===== config.mk =====
export PLATFORM = sky130hd
export DESIGN_NAME = board_scan_renderer
export DESIGN_NICKNAME = d
export VERILOG_FILES = /design/src/rtl/board_scan_renderer.sv
export SDC_FILE = /design/constraint.sdc
export NUM_CORES = 1
export LEC_CHECK = 0
export BUFFER_PORTS_ARGS = -buffer_cell sky130_fd_sc_hd__buf_2
export CORE_MARGIN = 2
export CORE_UTILIZATION = 50
export DETAILED_ROUTE_END_ITERATION = 10
export PLACE_DENSITY = 0.79
export SETUP_SLACK_MARGIN = 0.2
export SYNTH_ARGS = -nofsm -noshare
export SYNTH_HDL_FRONTEND = slang
export SYNTH_SLANG_ARGS = --single-unit

===== constraint.sdc =====
create_clock -name CLOCK -period 5.46 [get_ports CLOCK]
set_input_delay 1.092 -clock CLOCK [delete_from_list [all_inputs] [get_ports CLOCK]]
set_output_delay 1.092 -clock CLOCK [all_outputs]
set_load 0.005 [all_outputs]

===== src/rtl/board_scan_renderer.sv =====
// Frame scanner: walks NUM_BOARDS grids cell by cell, fetches each cell's code,
// and streams one pixel per accepted handshake with border/cursor colouring.
module board_scan_renderer #(
  parameter int unsigned GRID_W      = 10,
  parameter int unsigned GRID_H      = 10,
  parameter int unsigned CELL_PX     = 8,
  parameter int unsigned NUM_BOARDS  = 2,
  parameter int unsigned X0          = 0,
  parameter int unsigned Y0          = 20,
  parameter int unsigned BOARD_PITCH = 160
) (
  input  logic                  CLOCK,
  input  logic                  RESET,
  input  logic                  START,
  output logic [1:0]            cell_board,
  output logic [3:0]            cell_x,
  output logic [3:0]            cell_y,
  input  logic [1:0]            cell_code,
  input  logic [NUM_BOARDS-1:0] cursor_en,
  input  logic [3:0]            cursor_x,
  input  logic [3:0]            cursor_y,
  output logic [8:0]            pix_x,
  output logic [7:0]            pix_y,
  output logic [2:0]            pix_colour,
  output logic                  pix_valid,
  input  logic                  pix_ready,
  output logic                  BUSY,
  output logic                  DONE
);

  localparam int unsigned PW = (CELL_PX > 2) ? $clog2(CELL_PX) : 1;

  typedef enum logic [1:0] {S_IDLE, S_LOAD, S_DRAW, S_FIN} state_t;

  state_t          r_state, w_state_nxt;
  logic [1:0]      r_board, w_board_nxt;
  logic [3:0]      r_cx, w_cx_nxt;
  logic [3:0]      r_cy, w_cy_nxt;
  logic [PW-1:0]   r_px, w_px_nxt;
  logic [PW-1:0]   r_py, w_py_nxt;
  logic [1:0]      r_code;
  logic            r_hit;

  logic            w_px_end, w_last_px, w_last_col, w_last_row, w_last_brd;
  logic [3:0]      w_en4;
  logic            w_hit, w_draw, w_border;
  logic [2:0]      w_fill;

  assign w_px_end   = (r_px == PW'(CELL_PX - 1));
  assign w_last_px  = w_px_end && (r_py == PW'(CELL_PX - 1));
  assign w_last_col = (r_cx == 4'(GRID_W - 1));
  assign w_last_row = (r_cy == 4'(GRID_H - 1));
  assign w_last_brd = (r_board == 2'(NUM_BOARDS - 1));
  assign w_en4      = 4'(cursor_en);
  assign w_hit      = w_en4[r_board] && (cursor_x == r_cx) && (cursor_y == r_cy);

  // Next-state and counter advance
  always_comb begin
    w_state_nxt = r_state;
    w_board_nxt = r_board;
    w_cx_nxt    = r_cx;
    w_cy_nxt    = r_cy;
    w_px_nxt    = r_px;
    w_py_nxt    = r_py;
    case (r_state)
      S_IDLE: begin
        if (START) begin
          w_state_nxt = S_LOAD;
          w_board_nxt = '0;
          w_cx_nxt    = '0;
          w_cy_nxt    = '0;
          w_px_nxt    = '0;
          w_py_nxt    = '0;
        end
      end
      S_LOAD: w_state_nxt = S_DRAW;
      S_DRAW: begin
        if (pix_ready) begin
          if (w_last_px) begin
            w_px_nxt = '0;
            w_py_nxt = '0;
            if (w_last_col && w_last_row && w_last_brd) begin
              w_state_nxt = S_FIN;
              w_board_nxt = '0;
              w_cx_nxt    = '0;
              w_cy_nxt    = '0;
            end else begin
              w_state_nxt = S_LOAD;
              if (w_last_col) begin
                w_cx_nxt = '0;
                if (w_last_row) begin
                  w_cy_nxt    = '0;
                  w_board_nxt = r_board + 2'd1;
                end else begin
                  w_cy_nxt = r_cy + 4'd1;
                end
              end else begin
                w_cx_nxt = r_cx + 4'd1;
              end
            end
          end else if (w_px_end) begin
            w_px_nxt = '0;
            w_py_nxt = r_py + PW'(1);
          end else begin
            w_px_nxt = r_px + PW'(1);
          end
        end
      end
      S_FIN: begin
        w_state_nxt = S_IDLE;
        w_board_nxt = '0;
        w_cx_nxt    = '0;
        w_cy_nxt    = '0;
        w_px_nxt    = '0;
        w_py_nxt    = '0;
      end
      default: w_state_nxt = S_IDLE;
    endcase
  end

  // State, counters, and the per-cell snapshot taken at the end of LOAD
  always_ff @(posedge CLOCK) begin
    if (RESET) begin
      r_state <= S_IDLE;
      r_board <= '0;
      r_cx    <= '0;
      r_cy    <= '0;
      r_px    <= '0;
      r_py    <= '0;
      r_code  <= '0;
      r_hit   <= 1'b0;
    end else begin
      r_state <= w_state_nxt;
      r_board <= w_board_nxt;
      r_cx    <= w_cx_nxt;
      r_cy    <= w_cy_nxt;
      r_px    <= w_px_nxt;
      r_py    <= w_py_nxt;
      if (r_state == S_LOAD) begin
        r_code <= cell_code;
        r_hit  <= w_hit;
      end
    end
  end

  assign w_draw   = (r_state == S_DRAW);
  assign w_border = (r_px == '0) || (r_py == '0);

  always_comb begin
    w_fill = 3'b001;
    case (r_code)
      2'd0:    w_fill = 3'b001;
      2'd1:    w_fill = 3'b010;
      2'd2:    w_fill = 3'b111;
      default: w_fill = 3'b100;
    endcase
  end

  // Pixel outputs are forced to zero outside DRAW so idle reads as all-zero
  assign cell_board = r_board;
  assign cell_x     = r_cx;
  assign cell_y     = r_cy;
  assign pix_valid  = w_draw;
  assign pix_x      = w_draw ? 9'(X0 + 32'(r_board) * BOARD_PITCH + 32'(r_cx) * CELL_PX
                                  + 32'(r_px)) : 9'd0;
  assign pix_y      = w_draw ? 8'(Y0 + 32'(r_cy) * CELL_PX + 32'(r_py)) : 8'd0;
  assign pix_colour = !w_draw ? 3'b000 : (w_border ? (r_hit ? 3'b110 : 3'b000) : w_fill);
  assign BUSY       = (r_state == S_LOAD) || w_draw;
  assign DONE       = (r_state == S_FIN);

endmodule


# Word level (Yosys, flattened, before mapping)
# Cells that the tools add are included.
# totals
inputBits,16
regBits,21
output_inout_bits,33
# op_classes
addsub,9
multipliers,1
n_eq_ne,18
n_reduce_logical,18
mux,41
order_cmp,1
# ops
operator,count
4-bit 2-to-1 mux,10
3-bit 2-to-1 mux,10
3-bit one-hot mux with 3 select lines,3
4-bit one-hot mux with 3 select lines,2
2-bit 2-to-1 mux,10
9-bit by 3-bit adder with 9-bit output,1
9-bit by 7-bit adder with 9-bit output,1
9-bit 2-to-1 mux,1
4-bit by 1-bit adder with 4-bit output (second input constant),2
5-bit by 7-bit adder with 8-bit output (first input constant),1
8-bit by 3-bit adder with 8-bit output,1
4-bit == test,2
4-bit == test (second input constant),2
8-bit 2-to-1 mux,1
2-bit one-hot mux with 4 select lines,1
4-bit AND reduction,2
3-bit by 1-bit adder with 3-bit output (second input constant),2
2-bit by 1-bit == test with 1-bit output (second input constant),3
2-bit == test (second input constant),3
3-bit == test (second input constant),2
3-bit zero test,2
2-bit inequality test (second input constant),3
3-bit by 2-bit inequality test with 1-bit output (second input constant),2
2-bit one-hot mux with 3 select lines,1
other kinds (13),20

# Depth between registers and ports, before layout
# Gate-level depths: netlist of run 1.
# logic_depth
depth_word,7
mapped_depth,7
mapped_depth_nobuf,6

# Worst setup path after synthesis of run 1
# Ideal clock, no wire load.
# synth_timing
path_kind,reg2out
startpoint,register r_state[0]
endpoint,output port pix_colour[1]
stages_incl_launch_ff,7
t_arrival_ns,1.420
t_required_ns,4.368
slack_ns,2.948
path_buffers,2
cell_sequence,dfxtp_1 inv_1 ha_1 inv_2 buf_2 buf_1 nor2_1
# synth_between
elab_chain_cells,2
# synth_lines
element,line_no,rtl
"start, declared",35,"state_t r_state, w_state_nxt;"
"start signal, assigned",133,r_state <= w_state_nxt;
2-bit == test,146,assign w_draw = (r_state == S_DRAW);
via pix_valid,25,"output logic pix_valid,"
3-bit 2-to-1 mux,167,assign pix_colour = !w_draw ? 3'b000 : (w_border ? (r_hit ? 3'b110 : 3'b000) : w_fill);
"end, declared",24,"output logic [2:0] pix_colour,"
# The timed path passes the listed nets, and every way through them passes these cells.

# Final worst setup path of run 1
# layout_timing
startpoint,register r_state[0]
endpoint,output port pix_colour[0]
# layout_between
elab_chain_cells,2
# layout_lines
element,line_no
2-bit == test,146
3-bit 2-to-1 mux,167
# No other way between the ends.

==> results of run 1 <==
## flip-flops by register name, indices dropped and copies added (netlist names)
register,cells
r_py,3
r_code,2
cell_x,4
r_px,3
cell_y,4
r_hit,1
cell_board,2
r_state,2
## cell type report
cell class | instances | area [um^2] | share of cell area (%)
tap | 44 | 55.1 | 2.89
multi-input combinational | 151 | 1100 | 57.9
clock buffer | 4 | 26.3 | 1.38
timing repair buffer | 48 | 240 | 12.6
sequential | 21 | 420 | 22.1
inverter | 16 | 60.1 | 3.15
## cells in the final DEF (no fill, tap or decap), types with 2 or more instances in the layout
master    instances
nor2_1           21
mux2i_1           5
inv_1            15
nand4_1           5
o31ai_1           2
nor4_1            3
nand3_1           7
and2_1            5
dfxtp_1          21
o21bai_1          3
a21oi_1          19
nand2_1           4
xnor2_1           3
clkbuf_4          3
or4_1             4
buf_2            48
nor3b_1           2
ha_1             22
or3_2             3
o21ai_0           9
xor2_1           11
nor2b_1           3
nor3_1            2
## cells by family (layout without fill, tap and decap cells)
logic type,count (synthesis),after routing,share of synthesized area (%)
simple gates,70,70,24.2
compound gates,39,39,14.6
buf+inv,24,68,7.09
fa+ha+maj,23,23,18.0
flops,21,21,25.6
xor+xnor,14,14,7.48
mux,5,5,3.05
## layer usage
metal  global-route usage (%)  share of wire, %  routed length [um]
met1                     23.9                47                1620
met2                     33.3                46                1580
met3                     4.41               5.7                 196
met4                     4.97               1.0                  36
met5                        0                 0                   0
## synth_stat cells, types with 2 or more instances
cell | count | share of area (%)
or3_2 | 3 | 1.4
nor3b_1 | 2 | 0.92
buf_4 | 2 | 0.92
a21oi_1 | 19 | 5.8
nor4_1 | 3 | 1.1
nor2b_1 | 3 | 1.1
nor2_1 | 21 | 4.8
nand2_1 | 4 | 0.92
clkbuf_1 | 2 | 0.46
or4_1 | 4 | 1.8
nand4_1 | 5 | 1.9
o31ai_1 | 2 | 0.92
nor3_1 | 2 | 0.61
mux2i_1 | 5 | 3.1
nand3_1 | 7 | 2.1
and2_1 | 5 | 1.9
o21bai_1 | 3 | 1.4
dfxtp_1 | 21 | 26
o21ai_0 | 9 | 2.7
xor2_1 | 11 | 5.9
inv_1 | 15 | 3.4
ha_1 | 22 | 17
xnor2_1 | 3 | 1.6
## power breakdown
group | internal, uW | switching (uW) | total (uW)
clock network | 28.6 | 50.0 | 78.6
registers | 169 | 26.8 | 196
logic | 82.4 | 117 | 199
## worst paths after layout
kind,slack [ns],cells past startpoint,to
hold / removal,0.48,2,r_px[1]
setup / recovery,2.20,5,pix_colour[0]
hold reg to reg,0.48,2,r_px[1]
setup reg to reg,3.19,6,cell_y[3]
## worst register-to-register path, cell delays in order (launching register included)
cell      delay, ns
dfxtp_1        0.43
inv_1          0.12
ha_1           0.43
nand2b_2       0.21
nand3_2        0.29
or4_1          0.59
a21oi_1        0.14
## metrics by stage
step,hold WS [ns],setup slack [ns]
floorplan,0.443,2.95
global placement,0.465,2.66
detailed placement,0.472,2.57
CTS,0.489,2.21
global route,0.518,1.91
finish,0.485,2.20
==> impl_results.html, run 1 <==
<table>
<tr><th>Metric</th><th>Value</th></tr>
<tr><th colspan="2">Worst setup path</th></tr>
<tr><td>Crit Path Max Fanout</td><td>20</td></tr>
<tr><td>Arrival time at the worst endpoint</td><td>2.17 ns</td></tr>
<tr><td>CP Launch Type</td><td>flip-flop</td></tr>
<tr><td>Largest delay contributor family on the critical path</td><td>buffers and inverters</td></tr>
<tr><td>Required time reported for the critical path endpoint</td><td>4.37 ns</td></tr>
<tr><td>Slowest CP cell</td><td>ha_1</td></tr>
<tr><td>Crit path capture type</td><td>primary output</td></tr>
<tr><td>Beginning of the worst register-to-register path</td><td>r_state[0]</td></tr>
<tr><td>Maximum single-stage delay on the critical path</td><td>0.56 ns</td></tr>
<tr><td>Count of buffering cells on the critical path with inverters included</td><td>3</td></tr>
<tr><td>Critical path, cell by cell</td><td>inv_1, ha_1, inv_2, nor4_1, buf_2</td></tr>
<tr><td>Source of the critical timing path</td><td>r_state[0]</td></tr>
<tr><td>Classification of the worst setup path</td><td>flip-flop to primary output</td></tr>
<tr><th colspan="2">Synth</th></tr>
<tr><td>Post-synthesis register bit count</td><td>21</td></tr>
<tr><td>Main synth FF type</td><td>dfxtp_1</td></tr>
<tr><td>EDFF count, synth</td><td>0</td></tr>
<tr><td>Per-instance average area after synthesis</td><td>8.37 um^2</td></tr>
<tr><td>Sequential element share of the synthesized area</td><td>25.6%</td></tr>
<tr><td>Count of yosys warnings during synthesis</td><td>0</td></tr>
<tr><td>Number of nets in the synthesized netlist</td><td>235</td></tr>
<tr><td>Cell count after synthesis</td><td>196</td></tr>
<tr><td>Number of distinct library cells after synthesis</td><td>46</td></tr>
<tr><td>Fraction of registers with async set or reset after synthesis</td><td>0%</td></tr>
<tr><td>Cell area after synthesis</td><td>1640 um^2</td></tr>
<tr><th colspan="2">Place</th></tr>
<tr><td>Post-Place Cells</td><td>280</td></tr>
<tr><td>Buffers on Ports</td><td>48</td></tr>
<tr><td>HPWL Detailed</td><td>2560 um</td></tr>
<tr><td>Post-Place Cell Area</td><td>1880 um^2</td></tr>
<tr><td>Placer Congestion</td><td>0.786</td></tr>
<tr><th colspan="2">Route</th></tr>
<tr><td>Number of search-and-repair iterations in the first detailed-routing pass</td><td>4</td></tr>
<tr><td>1st-iter DRT viols</td><td>34</td></tr>
<tr><td>Aggregate routed wire length</td><td>3430 um</td></tr>
<tr><td>Antenna Violating Nets Remaining</td><td>0</td></tr>
<tr><td>DR DRC count</td><td>0</td></tr>
<tr><td>Routed vias</td><td>1502</td></tr>
<tr><td>WL/cell</td><td>12.1 um</td></tr>
<tr><td>Number of vias per cell after detailed routing</td><td>5.29</td></tr>
<tr><th colspan="2">STA</th></tr>
<tr><td>Setup repair after global routing missed its margin</td><td>false</td></tr>
<tr><td>Final Slew Violations</td><td>0</td></tr>
<tr><td>Setup Skew</td><td>0.00274 ns</td></tr>
<tr><td>Worst Tran Pin Value</td><td>0.608 ns</td></tr>
<tr><td>Maximum clock frequency</td><td>306 MHz</td></tr>
<tr><td>Part of the cycle the worst path needs</td><td>59.8%</td></tr>
<tr><td>Final critical delay including setup and external delays</td><td>3.26 ns</td></tr>
<tr><td>Hold violation total from the final report</td><td>0</td></tr>
<tr><td>Slew HR</td><td>59.5%</td></tr>
<tr><td>Setup tns final</td><td>0 ns</td></tr>
<tr><td>Final setup fails</td><td>0</td></tr>
<tr><th colspan="2">Cells and area</th></tr>
<tr><td>Number of antenna cells inserted</td><td>0</td></tr>
<tr><td>Fraction of final layout cells with drive strength greater than 1</td><td>25.8%</td></tr>
<tr><td>Filler Cell Count</td><td>293</td></tr>
<tr><td>Area Overhead vs Synth</td><td>16.2%</td></tr>
<tr><td>Post-Route Utilization</td><td>61.9%</td></tr>
<tr><td>Final net count</td><td>280</td></tr>
<tr><td>Post-Layout Inst Area</td><td>1910 um^2</td></tr>
<tr><td>Final instance count without filler cells</td><td>284</td></tr>
<tr><th colspan="2">Clocking</th></tr>
<tr><td>Clock slew at reported path FFs</td><td>0.12 ns</td></tr>
<tr><td>Cells resized by post-CTS repair</td><td>0</td></tr>
<tr><td>TritonCTS clock tree</td><td>done</td></tr>
<tr><td>CTS H-tree depth</td><td>1</td></tr>
<tr><td>Clk Latency, worst-skew pair</td><td>0.31 ns</td></tr>
<tr><td>Post-CTS setup repair buffer count</td><td>0</td></tr>
<tr><td>Sink count of the clock tree</td><td>21</td></tr>
<tr><td>Clock tree root buffer cell</td><td>clkbuf_4</td></tr>
<tr><td>Post-CTS Hold Buffers</td><td>0</td></tr>
<tr><td>Maximum buffer depth of the clock tree</td><td>2</td></tr>
<tr><td>Number of CTS-inserted buffers</td><td>3</td></tr>
<tr><th colspan="2">Floorplan</th></tr>
<tr><td>Area enclosed by the die boundary</td><td>3750 um^2</td></tr>
<tr><td>Die boundary width</td><td>61.3 um</td></tr>
<tr><td>Number of primary I/O pins</td><td>49</td></tr>
<tr><td>Die H</td><td>61.3 um</td></tr>
<tr><td>Starting utilization of the core area</td><td>53.3%</td></tr>
<tr><td>Core Area</td><td>3080 um^2</td></tr>
<tr><td>Std-Cell Rows</td><td>20</td></tr>
<tr><th colspan="2">Hold path</th></tr>
<tr><td>Hold path start</td><td>r_px[1]</td></tr>
<tr><td>Worst Hold Class</td><td>flip-flop to flip-flop</td></tr>
<tr><th colspan="2">Outcome</th></tr>
<tr><td>Status</td><td>finished, final reports clean</td></tr>
<tr><th colspan="2">GRT</th></tr>
<tr><td>Maximum number of pins on one net before global-route repair</td><td>21</td></tr>
<tr><td>Initial antenna violation count</td><td>0</td></tr>
<tr><td>Via count of the first global-routing pass</td><td>1267</td></tr>
<tr><td>Wire length of the first global-routing pass</td><td>5490 um</td></tr>
<tr><td>GRT Util Overall</td><td>19.2%</td></tr>
<tr><td>Aggregate global routing overflow</td><td>0</td></tr>
<tr><th colspan="2">Run</th></tr>
<tr><td>Reported max-cap violation count</td><td>0</td></tr>
<tr><th colspan="2">Power</th></tr>
<tr><td>Pwr Total</td><td>474 uW</td></tr>
<tr><td>Cell Pwr Density</td><td>249 nW/um^2</td></tr>
<tr><td>LEAKAGE</td><td>0.000928 uW</td></tr>
<tr><td>Worst IR Drop VDD</td><td>0.170 mV</td></tr>
</table>
(Power assumes the default switching activity.)
==> run 2, diff against run 1 <==
==> constraint.sdc (replaced) <==
create_clock -name CLOCK -period 3.3 [get_ports CLOCK]
set_input_delay 0.66 -clock CLOCK [delete_from_list [all_inputs] [get_ports CLOCK]]
set_output_delay 0.66 -clock CLOCK [all_outputs]
set_load 0.005 [all_outputs]
==> impl_results.html, run 2 (synthesized netlist as in run 1, its figures left out) <==
<table>
<tr><th>Metric</th><th>Value</th></tr>
<tr><th colspan="2">Outcome</th></tr>
<tr><td>Status</td><td>finished, final reports clean</td></tr>
<tr><th colspan="2">Route</th></tr>
<tr><td>Number of search-and-repair iterations in the first detailed-routing pass</td><td>4 (unchanged)</td></tr>
<tr><td>Aggregate routed wire length</td><td>3530 um (+2.7%)</td></tr>
<tr><td>Routed vias</td><td>1515 (+0.87%)</td></tr>
<tr><td>WL/cell</td><td>12.4 um (+2.3%)</td></tr>
<tr><td>Number of vias per cell after detailed routing</td><td>5.32 (+0.51%)</td></tr>
<tr><td>DR DRC count</td><td>0 (unchanged)</td></tr>
<tr><td>Antenna Violating Nets Remaining</td><td>0 (unchanged)</td></tr>
<tr><td>1st-iter DRT viols</td><td>66 (+94%)</td></tr>
<tr><th colspan="2">Hold path</th></tr>
<tr><td>Worst Hold Class</td><td>flip-flop to flip-flop</td></tr>
<tr><td>Hold endpoint</td><td>r_px[1]</td></tr>
<tr><td>Hold path start</td><td>r_px[1]</td></tr>
<tr><td>Worst hold path cell count</td><td>2 (unchanged)</td></tr>
<tr><th colspan="2">GRT</th></tr>
<tr><td>Initial antenna violation count</td><td>0 (unchanged)</td></tr>
<tr><td>GRT Util Overall</td><td>20.1% (+0.89 points)</td></tr>
<tr><td>Wire length of the first global-routing pass</td><td>5690 um (+3.6%)</td></tr>
<tr><td>Via count of the first global-routing pass</td><td>1278 (+0.87%)</td></tr>
<tr><td>Aggregate global routing overflow</td><td>0 (unchanged)</td></tr>
<tr><td>Maximum number of pins on one net before global-route repair</td><td>21 (unchanged)</td></tr>
<tr><th colspan="2">STA</th></tr>
<tr><td>Worst Tran Pin Value</td><td>0.378 ns (-0.230 ns)</td></tr>
<tr><td>Hold violation total from the final report</td><td>0 (unchanged)</td></tr>
<tr><td>Slew HR</td><td>74.8% (+15 points)</td></tr>
<tr><td>Final setup fails</td><td>0 (unchanged)</td></tr>
<tr><td>Setup tns final</td><td>0 ns (unchanged)</td></tr>
<tr><td>Final critical delay including setup and external delays</td><td>2.41 ns</td></tr>
<tr><td>Setup repair after global routing missed its margin</td><td>false</td></tr>
<tr><td>Setup Skew</td><td>0.00541 ns (+0.00267 ns)</td></tr>
<tr><td>Final Slew Violations</td><td>0 (unchanged)</td></tr>
<tr><td>Maximum clock frequency</td><td>416 MHz</td></tr>
<tr><td>Part of the cycle the worst path needs</td><td>72.9%</td></tr>
<tr><th colspan="2">Place</th></tr>
<tr><td>Post-Place Cell Area</td><td>1890 um^2 (+0.40%)</td></tr>
<tr><td>HPWL Detailed</td><td>2660 um (+3.9%)</td></tr>
<tr><td>Placer Congestion</td><td>0.791 (+0.61%)</td></tr>
<tr><td>Buffers on Ports</td><td>48 (unchanged)</td></tr>
<tr><th colspan="2">Worst setup path</th></tr>
<tr><td>Minimum setup slack among reg-to-reg paths</td><td>1.14 ns (-2.05 ns)</td></tr>
<tr><td>CP Launch Type</td><td>flip-flop</td></tr>
<tr><td>Crit Path Max Fanout</td><td>8 (-60%)</td></tr>
<tr><td>Arrival time at the worst endpoint</td><td>1.75 ns (-0.42 ns)</td></tr>
<tr><td>Classification of the worst setup path</td><td>flip-flop to primary output</td></tr>
<tr><td>Worst reg-to-reg path cell count</td><td>7 (+1)</td></tr>
<tr><td>Required time reported for the critical path endpoint</td><td>2.64 ns (-1.73 ns)</td></tr>
<tr><td>Worst R2R End</td><td>cell_y[3]</td></tr>
<tr><td>Crit path capture type</td><td>primary output</td></tr>
<tr><td>Beginning of the worst register-to-register path</td><td>r_state[0]</td></tr>
<tr><th colspan="2">Floorplan</th></tr>
<tr><td>Core Area</td><td>3080 um^2 (unchanged)</td></tr>
<tr><td>Area enclosed by the die boundary</td><td>3750 um^2 (unchanged)</td></tr>
<tr><td>Std-Cell Rows</td><td>20 (unchanged)</td></tr>
<tr><td>Die boundary width</td><td>61.3 um (unchanged)</td></tr>
<tr><td>Number of primary I/O pins</td><td>49 (unchanged)</td></tr>
<tr><td>Die H</td><td>61.3 um (unchanged)</td></tr>
<tr><td>Starting utilization of the core area</td><td>53.3% (unchanged)</td></tr>
<tr><th colspan="2">Cells and area</th></tr>
<tr><td>Fraction of final layout cells with drive strength greater than 1</td><td>26.1% (+0.31 points)</td></tr>
<tr><td>Post-Route Utilization</td><td>62.2% (+0.24 points)</td></tr>
<tr><td>Most frequent cells in the layout</td><td>buf_2 (48), ha_1 (22), nor2_1 (21), dfxtp_1 (21), a21oi_1 (19)</td></tr>
<tr><td>Number of antenna cells inserted</td><td>0 (unchanged)</td></tr>
<tr><td>Post-Layout Inst Area</td><td>1910 um^2 (+0.39%)</td></tr>
<tr><td>Area Overhead vs Synth</td><td>16.6%</td></tr>
<tr><td>Final net count</td><td>281 (+0.36%)</td></tr>
<tr><td>Most common library cell in the layout ignoring fill and taps</td><td>buf_2</td></tr>
<tr><th colspan="2">Clocking</th></tr>
<tr><td>Number of CTS-inserted buffers</td><td>3 (unchanged)</td></tr>
<tr><td>Post-CTS Hold Buffers</td><td>0 (unchanged)</td></tr>
<tr><td>Clock tree root buffer cell</td><td>clkbuf_4</td></tr>
<tr><td>Post-CTS setup repair buffer count</td><td>0 (unchanged)</td></tr>
<tr><td>Cells resized by post-CTS repair</td><td>0 (unchanged)</td></tr>
<tr><td>Clk Latency, worst-skew pair</td><td>0.32 ns (about the same)</td></tr>
<tr><td>Maximum buffer depth of the clock tree</td><td>2 (unchanged)</td></tr>
<tr><td>CTS H-tree depth</td><td>1 (unchanged)</td></tr>
<tr><td>TritonCTS clock tree</td><td>done</td></tr>
<tr><td>Sink count of the clock tree</td><td>21 (unchanged)</td></tr>
<tr><td>Clock slew at reported path FFs</td><td>0.12 ns (about the same)</td></tr>
<tr><th colspan="2">Power</th></tr>
<tr><td>Worst IR Drop VDD</td><td>0.307 mV (+80%)</td></tr>
<tr><td>LEAKAGE</td><td>0.000934 uW (+0.58%)</td></tr>
<tr><td>Cell Pwr Density</td><td>414 nW/um^2 (+66%)</td></tr>
<tr><th colspan="2">Run</th></tr>
<tr><td>Reported max-cap violation count</td><td>0 (unchanged)</td></tr>
</table>
-- run 2: cell count changes in the layout (fill, tap and decap cells not counted), sizes merged --
cell,change
buf,+1
-- run 2: area by class of cell --
class / instances / area (um^2)
inverters: 16 / 60.1
multi-input cells: 151 / 1100
repair buffers: 49 / 248
fillers: 291 / 1160
clock buffers: 4 / 26.3
well taps: 44 / 55.1
flip-flops and latches: 21 / 420
-- run 2: where the power goes --
group	internal [uW]	total (uW)	switching [uW]
logic	138	335	197
registers	280	324	44.0
clock network	47.4	133	85.1
-- run 2: worst max-delay path by stage --
stage                  startpoint            end
finish              cell_board[0]       pix_x[6]
global route            cell_y[1]       pix_y[5]
CTS                 cell_board[0]       pix_x[6]
detailed placement     r_state[0]      cell_y[3]
global placement       r_state[0]      cell_y[3]
floorplan              r_state[0]  pix_colour[1]
-- run 2: metrics by stage --
stage	power [uW]	cells	hold slack [ns]	setup WS, ns
after detailed placement	666	281	0.473	1.20
after global routing	855	285	0.530	0.781
after CTS	796	285	0.489	0.892
after floorplan	572	196	0.443	1.22
final	792	285	0.485	0.894
after global placement	654	281	0.473	1.27
-- run 2: worst max-delay path: stages, from the launching register on --
cell and delay [ns]:
dfxtp_1 0.50, ha_1 0.24, fa_1 0.41, and2_1 0.15
buf_2 0.12
-- run 2: layer usage --
| layer | GRT usage, % | share of wire, % |
|---|---|---|
| met1 | 27.1 | 48 |
| met2 | 31.9 | 46 |
| met4 | 6.52 | 1.1 |
| met5 | 0 | 0 |
| met3 | 4.41 | 5.2 |
==> run 3, diff against run 2 <==
--- a/config.mk
+++ b/config.mk
@@ -7,9 +7,9 @@
 export LEC_CHECK = 0
 export BUFFER_PORTS_ARGS = -buffer_cell sky130_fd_sc_hd__buf_2
 export CORE_MARGIN = 2
-export CORE_UTILIZATION = 50
+export CORE_UTILIZATION = 47
 export DETAILED_ROUTE_END_ITERATION = 10
-export PLACE_DENSITY = 0.79
+export PLACE_DENSITY = 0.78
 export SETUP_SLACK_MARGIN = 0.2
 export SYNTH_ARGS = -nofsm -noshare
 export SYNTH_HDL_FRONTEND = slang
==> constraint.sdc (replaced) <==
create_clock -name CLOCK -period 2.2 [get_ports CLOCK]
set_input_delay 0.44 -clock CLOCK [delete_from_list [all_inputs] [get_ports CLOCK]]
set_output_delay 0.44 -clock CLOCK [all_outputs]
set_load 0.005 [all_outputs]
==> impl_results.html, run 3 (synthesized netlist as in run 1, its figures left out) <==
<table>
<tr><th>Metric</th><th>Value</th></tr>
<tr><th colspan="2">Outcome</th></tr>
<tr><td>Status</td><td>finished, final reports clean</td></tr>
<tr><th colspan="2">GRT</th></tr>
<tr><td>Maximum number of pins on one net before global-route repair</td><td>20 (-4.8%)</td></tr>
<tr><td>Initial antenna violation count</td><td>0 (unchanged)</td></tr>
<tr><td>Aggregate global routing overflow</td><td>0 (unchanged)</td></tr>
<tr><td>GRT Util Overall</td><td>19.9% (-0.21 points)</td></tr>
<tr><td>Wire length of the first global-routing pass</td><td>6530 um (+15%)</td></tr>
<tr><td>Via count of the first global-routing pass</td><td>1441 (+13%)</td></tr>
<tr><th colspan="2">Power</th></tr>
<tr><td>LEAKAGE</td><td>0.000980 uW (+4.9%)</td></tr>
<tr><td>Cell Pwr Density</td><td>599 nW/um^2 (+45%)</td></tr>
<tr><td>Worst IR Drop VDD</td><td>0.390 mV (+27%)</td></tr>
<tr><th colspan="2">Hold path</th></tr>
<tr><td>Worst hold path cell count</td><td>3 (+1)</td></tr>
<tr><td>Worst Hold Class</td><td>primary input to flip-flop</td></tr>
<tr><th colspan="2">Route</th></tr>
<tr><td>Aggregate routed wire length</td><td>4000 um (+14%)</td></tr>
<tr><td>Wire length on met3</td><td>172 um (-6.0%)</td></tr>
<tr><td>DR DRC count</td><td>0 (unchanged)</td></tr>
<tr><td>Detail Route met2 WL</td><td>1990 um (+23%)</td></tr>
<tr><td>Antenna Violating Nets Remaining</td><td>0 (unchanged)</td></tr>
<tr><td>Number of vias per cell after detailed routing</td><td>5.27 (-0.90%)</td></tr>
<tr><td>Routed vias</td><td>1554 (+2.6%)</td></tr>
<tr><td>WL/cell</td><td>13.6 um (+9.7%)</td></tr>
<tr><td>Number of search-and-repair iterations in the first detailed-routing pass</td><td>4 (unchanged)</td></tr>
<tr><td>DRT met1 WL</td><td>1810 um (+6.9%)</td></tr>
<tr><td>1st-iter DRT viols</td><td>74 (+12%)</td></tr>
<tr><td>Top Metal Used</td><td>met4</td></tr>
<tr><th colspan="2">Worst setup path</th></tr>
<tr><td>Crit Path Max Fanout</td><td>2 (-6)</td></tr>
<tr><td>Crit path capture type</td><td>primary output</td></tr>
<tr><td>Required time reported for the critical path endpoint</td><td>1.76 ns (-0.88 ns)</td></tr>
<tr><td>Classification of the worst setup path</td><td>flip-flop to primary output</td></tr>
<tr><td>CP Launch Type</td><td>flip-flop</td></tr>
<tr><td>Count of buffering cells on the critical path with inverters included</td><td>1 (unchanged)</td></tr>
<tr><td>Arrival time at the worst endpoint</td><td>1.59 ns (-0.16 ns)</td></tr>
<tr><td>Maximum single-stage delay on the critical path</td><td>0.52 ns (+0.02 ns)</td></tr>
<tr><td>Worst reg-to-reg path cell count</td><td>6 (-1)</td></tr>
<tr><td>Critical path, cell by cell</td><td>ha_4, fa_2, and2_4, buf_6</td></tr>
<tr><td>Slowest CP cell</td><td>fa_2</td></tr>
<tr><td>Largest delay contributor family on the critical path</td><td>adder cells</td></tr>
<tr><td>Critical path depth</td><td>4 (unchanged)</td></tr>
<tr><th colspan="2">STA</th></tr>
<tr><td>Part of the cycle the worst path needs</td><td>92.5%</td></tr>
<tr><td>Slew HR</td><td>76.4% (+1.6 points)</td></tr>
<tr><td>Worst Tran Pin Value</td><td>0.353 ns (-0.0251 ns)</td></tr>
<tr><td>Final Hold Slack</td><td>0.353 ns (-0.133 ns)</td></tr>
<tr><td>Setup repair after global routing missed its margin</td><td>true</td></tr>
<tr><td>Hold violation total from the final report</td><td>0 (unchanged)</td></tr>
<tr><td>Final critical delay including setup and external delays</td><td>2.03 ns</td></tr>
<tr><td>Setup slack after layout</td><td>0.166 ns (-0.728 ns)</td></tr>
<tr><td>Final setup fails</td><td>0 (unchanged)</td></tr>
<tr><td>Final Slew Violations</td><td>0 (unchanged)</td></tr>
<tr><td>Setup Skew</td><td>0.00561 ns (+0.000206 ns)</td></tr>
<tr><td>Setup tns final</td><td>0 ns (unchanged)</td></tr>
<tr><td>Maximum clock frequency</td><td>492 MHz</td></tr>
<tr><th colspan="2">Cells and area</th></tr>
<tr><td>Filler Cell Count</td><td>296 (+1.7%)</td></tr>
<tr><td>Post-Route Utilization</td><td>62.6% (+0.43 points)</td></tr>
<tr><td>Number of antenna cells inserted</td><td>0 (unchanged)</td></tr>
<tr><td>Area Overhead vs Synth</td><td>27.3%</td></tr>
<tr><td>Most common library cell in the layout ignoring fill and taps</td><td>buf_2</td></tr>
<tr><td>Fraction of final layout cells with drive strength greater than 1</td><td>40.2% (+14 points)</td></tr>
<tr><td>Final net count</td><td>289 (+2.8%)</td></tr>
<tr><td>Register cell area after layout</td><td>443 um^2 (+5.4%)</td></tr>
<tr><td>Multi-input gate area in the final layout</td><td>1180 um^2 (+6.9%)</td></tr>
<tr><td>Most frequent cells in the layout</td><td>buf_2 (47), nor2_1 (21), a21oi_1 (17), ha_1 (17), xor2_1 (11)</td></tr>
<tr><th colspan="2">Clocking</th></tr>
<tr><td>Clk Latency, worst-skew pair</td><td>0.32 ns (about the same)</td></tr>
<tr><td>Maximum buffer depth of the clock tree</td><td>2 (unchanged)</td></tr>
<tr><td>Clock tree root buffer cell</td><td>clkbuf_4</td></tr>
<tr><td>Clock slew at reported path FFs</td><td>0.12 ns (about the same)</td></tr>
<tr><td>TritonCTS clock tree</td><td>done</td></tr>
<tr><td>Number of CTS-inserted buffers</td><td>3 (unchanged)</td></tr>
<tr><td>Post-CTS Hold Buffers</td><td>0 (unchanged)</td></tr>
<tr><td>Sink count of the clock tree</td><td>21 (unchanged)</td></tr>
<tr><td>CTS H-tree depth</td><td>1 (unchanged)</td></tr>
<tr><th colspan="2">Place</th></tr>
<tr><td>Placer Congestion</td><td>0.841 (+6.4%)</td></tr>
<tr><td>Buffers on Ports</td><td>48 (unchanged)</td></tr>
<tr><td>HPWL Detailed</td><td>2810 um (+5.4%)</td></tr>
<tr><td>Post-Place Worst Slack</td><td>0.133 ns (-1.06 ns)</td></tr>
<tr><th colspan="2">Floorplan</th></tr>
<tr><td>Area enclosed by the die boundary</td><td>3980 um^2 (+6.0%)</td></tr>
<tr><td>Die boundary width</td><td>63.1 um (+2.9%)</td></tr>
<tr><td>Core Area</td><td>3340 um^2 (+8.4%)</td></tr>
<tr><td>Die H</td><td>63.1 um (+2.9%)</td></tr>
<tr><td>Std-Cell Rows</td><td>21 (+5.0%)</td></tr>
<tr><td>Number of primary I/O pins</td><td>49 (unchanged)</td></tr>
<tr><td>Starting utilization of the core area</td><td>49.2% (-4.1 points)</td></tr>
<tr><th colspan="2">Run</th></tr>
<tr><td>Reported max-cap violation count</td><td>0 (unchanged)</td></tr>
</table>
==> run 3: changes by cell type in the layout (fill, tap and decap cells not counted), sizes merged <==
| cell | change |
|---|---|
| buf | +8 |
| clkbuf | -1 |
| clkinv | +1 |
==> run 3: path summary, 6_finish.rpt <==
| kind | from | to | slack, ns |
|---|---|---|---|
| worst max-delay path | cell_x[2] | pix_x[6] | 0.17 |
| worst min-delay path | cell_code[1] | r_code[1] | 0.35 |
| worst max register to register | r_state[1] | cell_y[3] | 0.33 |
| worst min register to register | r_px[1] | r_px[1] | 0.49 |
==> run 3: power by group <==
group	switching, uW	internal, uW
clock	129	68.3
sequential	68.6	421
combinational	327	238
==> run 3: cell type report <==
type | count | share of cell area (%)
clock buffers | 3 | 1.08
repair buffers | 57 | 15.2
inverters | 16 | 3.00
multi-input cells | 151 | 56.5
flip-flops and latches | 21 | 21.2
clock inverters | 1 | 0.240
well taps | 46 | 2.76
==> run 3: metrics by stage <==
| step | total power (uW) | std cells | instance area [um^2] |
|---|---|---|---|
| after CTS | 1220 | 291 | 2000 |
| after global routing | 1350 | 295 | 2090 |
| after floorplan | 858 | 196 | 1640 |
| final | 1250 | 295 | 2090 |
| after global placement | 993 | 286 | 1910 |
| after detailed placement | 1010 | 286 | 1910 |
==> run 3: per-layer routing <==
| layer | GRT usage (%) | up-vias |
|---|---|---|
| li1 | - | 784 |
| met1 | 25.7 | 726 |
| met2 | 33.6 | 38 |
| met3 | 3.57 | 6 |
| met4 | 5.83 | 0 |
| met5 | 0 | - |
==> run 3: timing repair <==
action | CTS | global route
pin swaps | 1 | 3
endpoints found under the hold margin | 0 | 0
resized for setup | 17 | 23
buffers inserted | 1 | 4
endpoints found under the setup margin | 23 | 20
==> run 3: worst reg2reg max path, delay by kind of cell (launching register included) <==
| family | cells | cell delay [ns] |
|---|---|---|
| and+or+nand+nor | 3 | 0.93 |
| AOI/OAI and AO/OA | 1 | 0.16 |
| adders and majority gates | 1 | 0.20 |
| DFF | 1 | 0.41 |
| buffers and inverters | 1 | 0.11 |
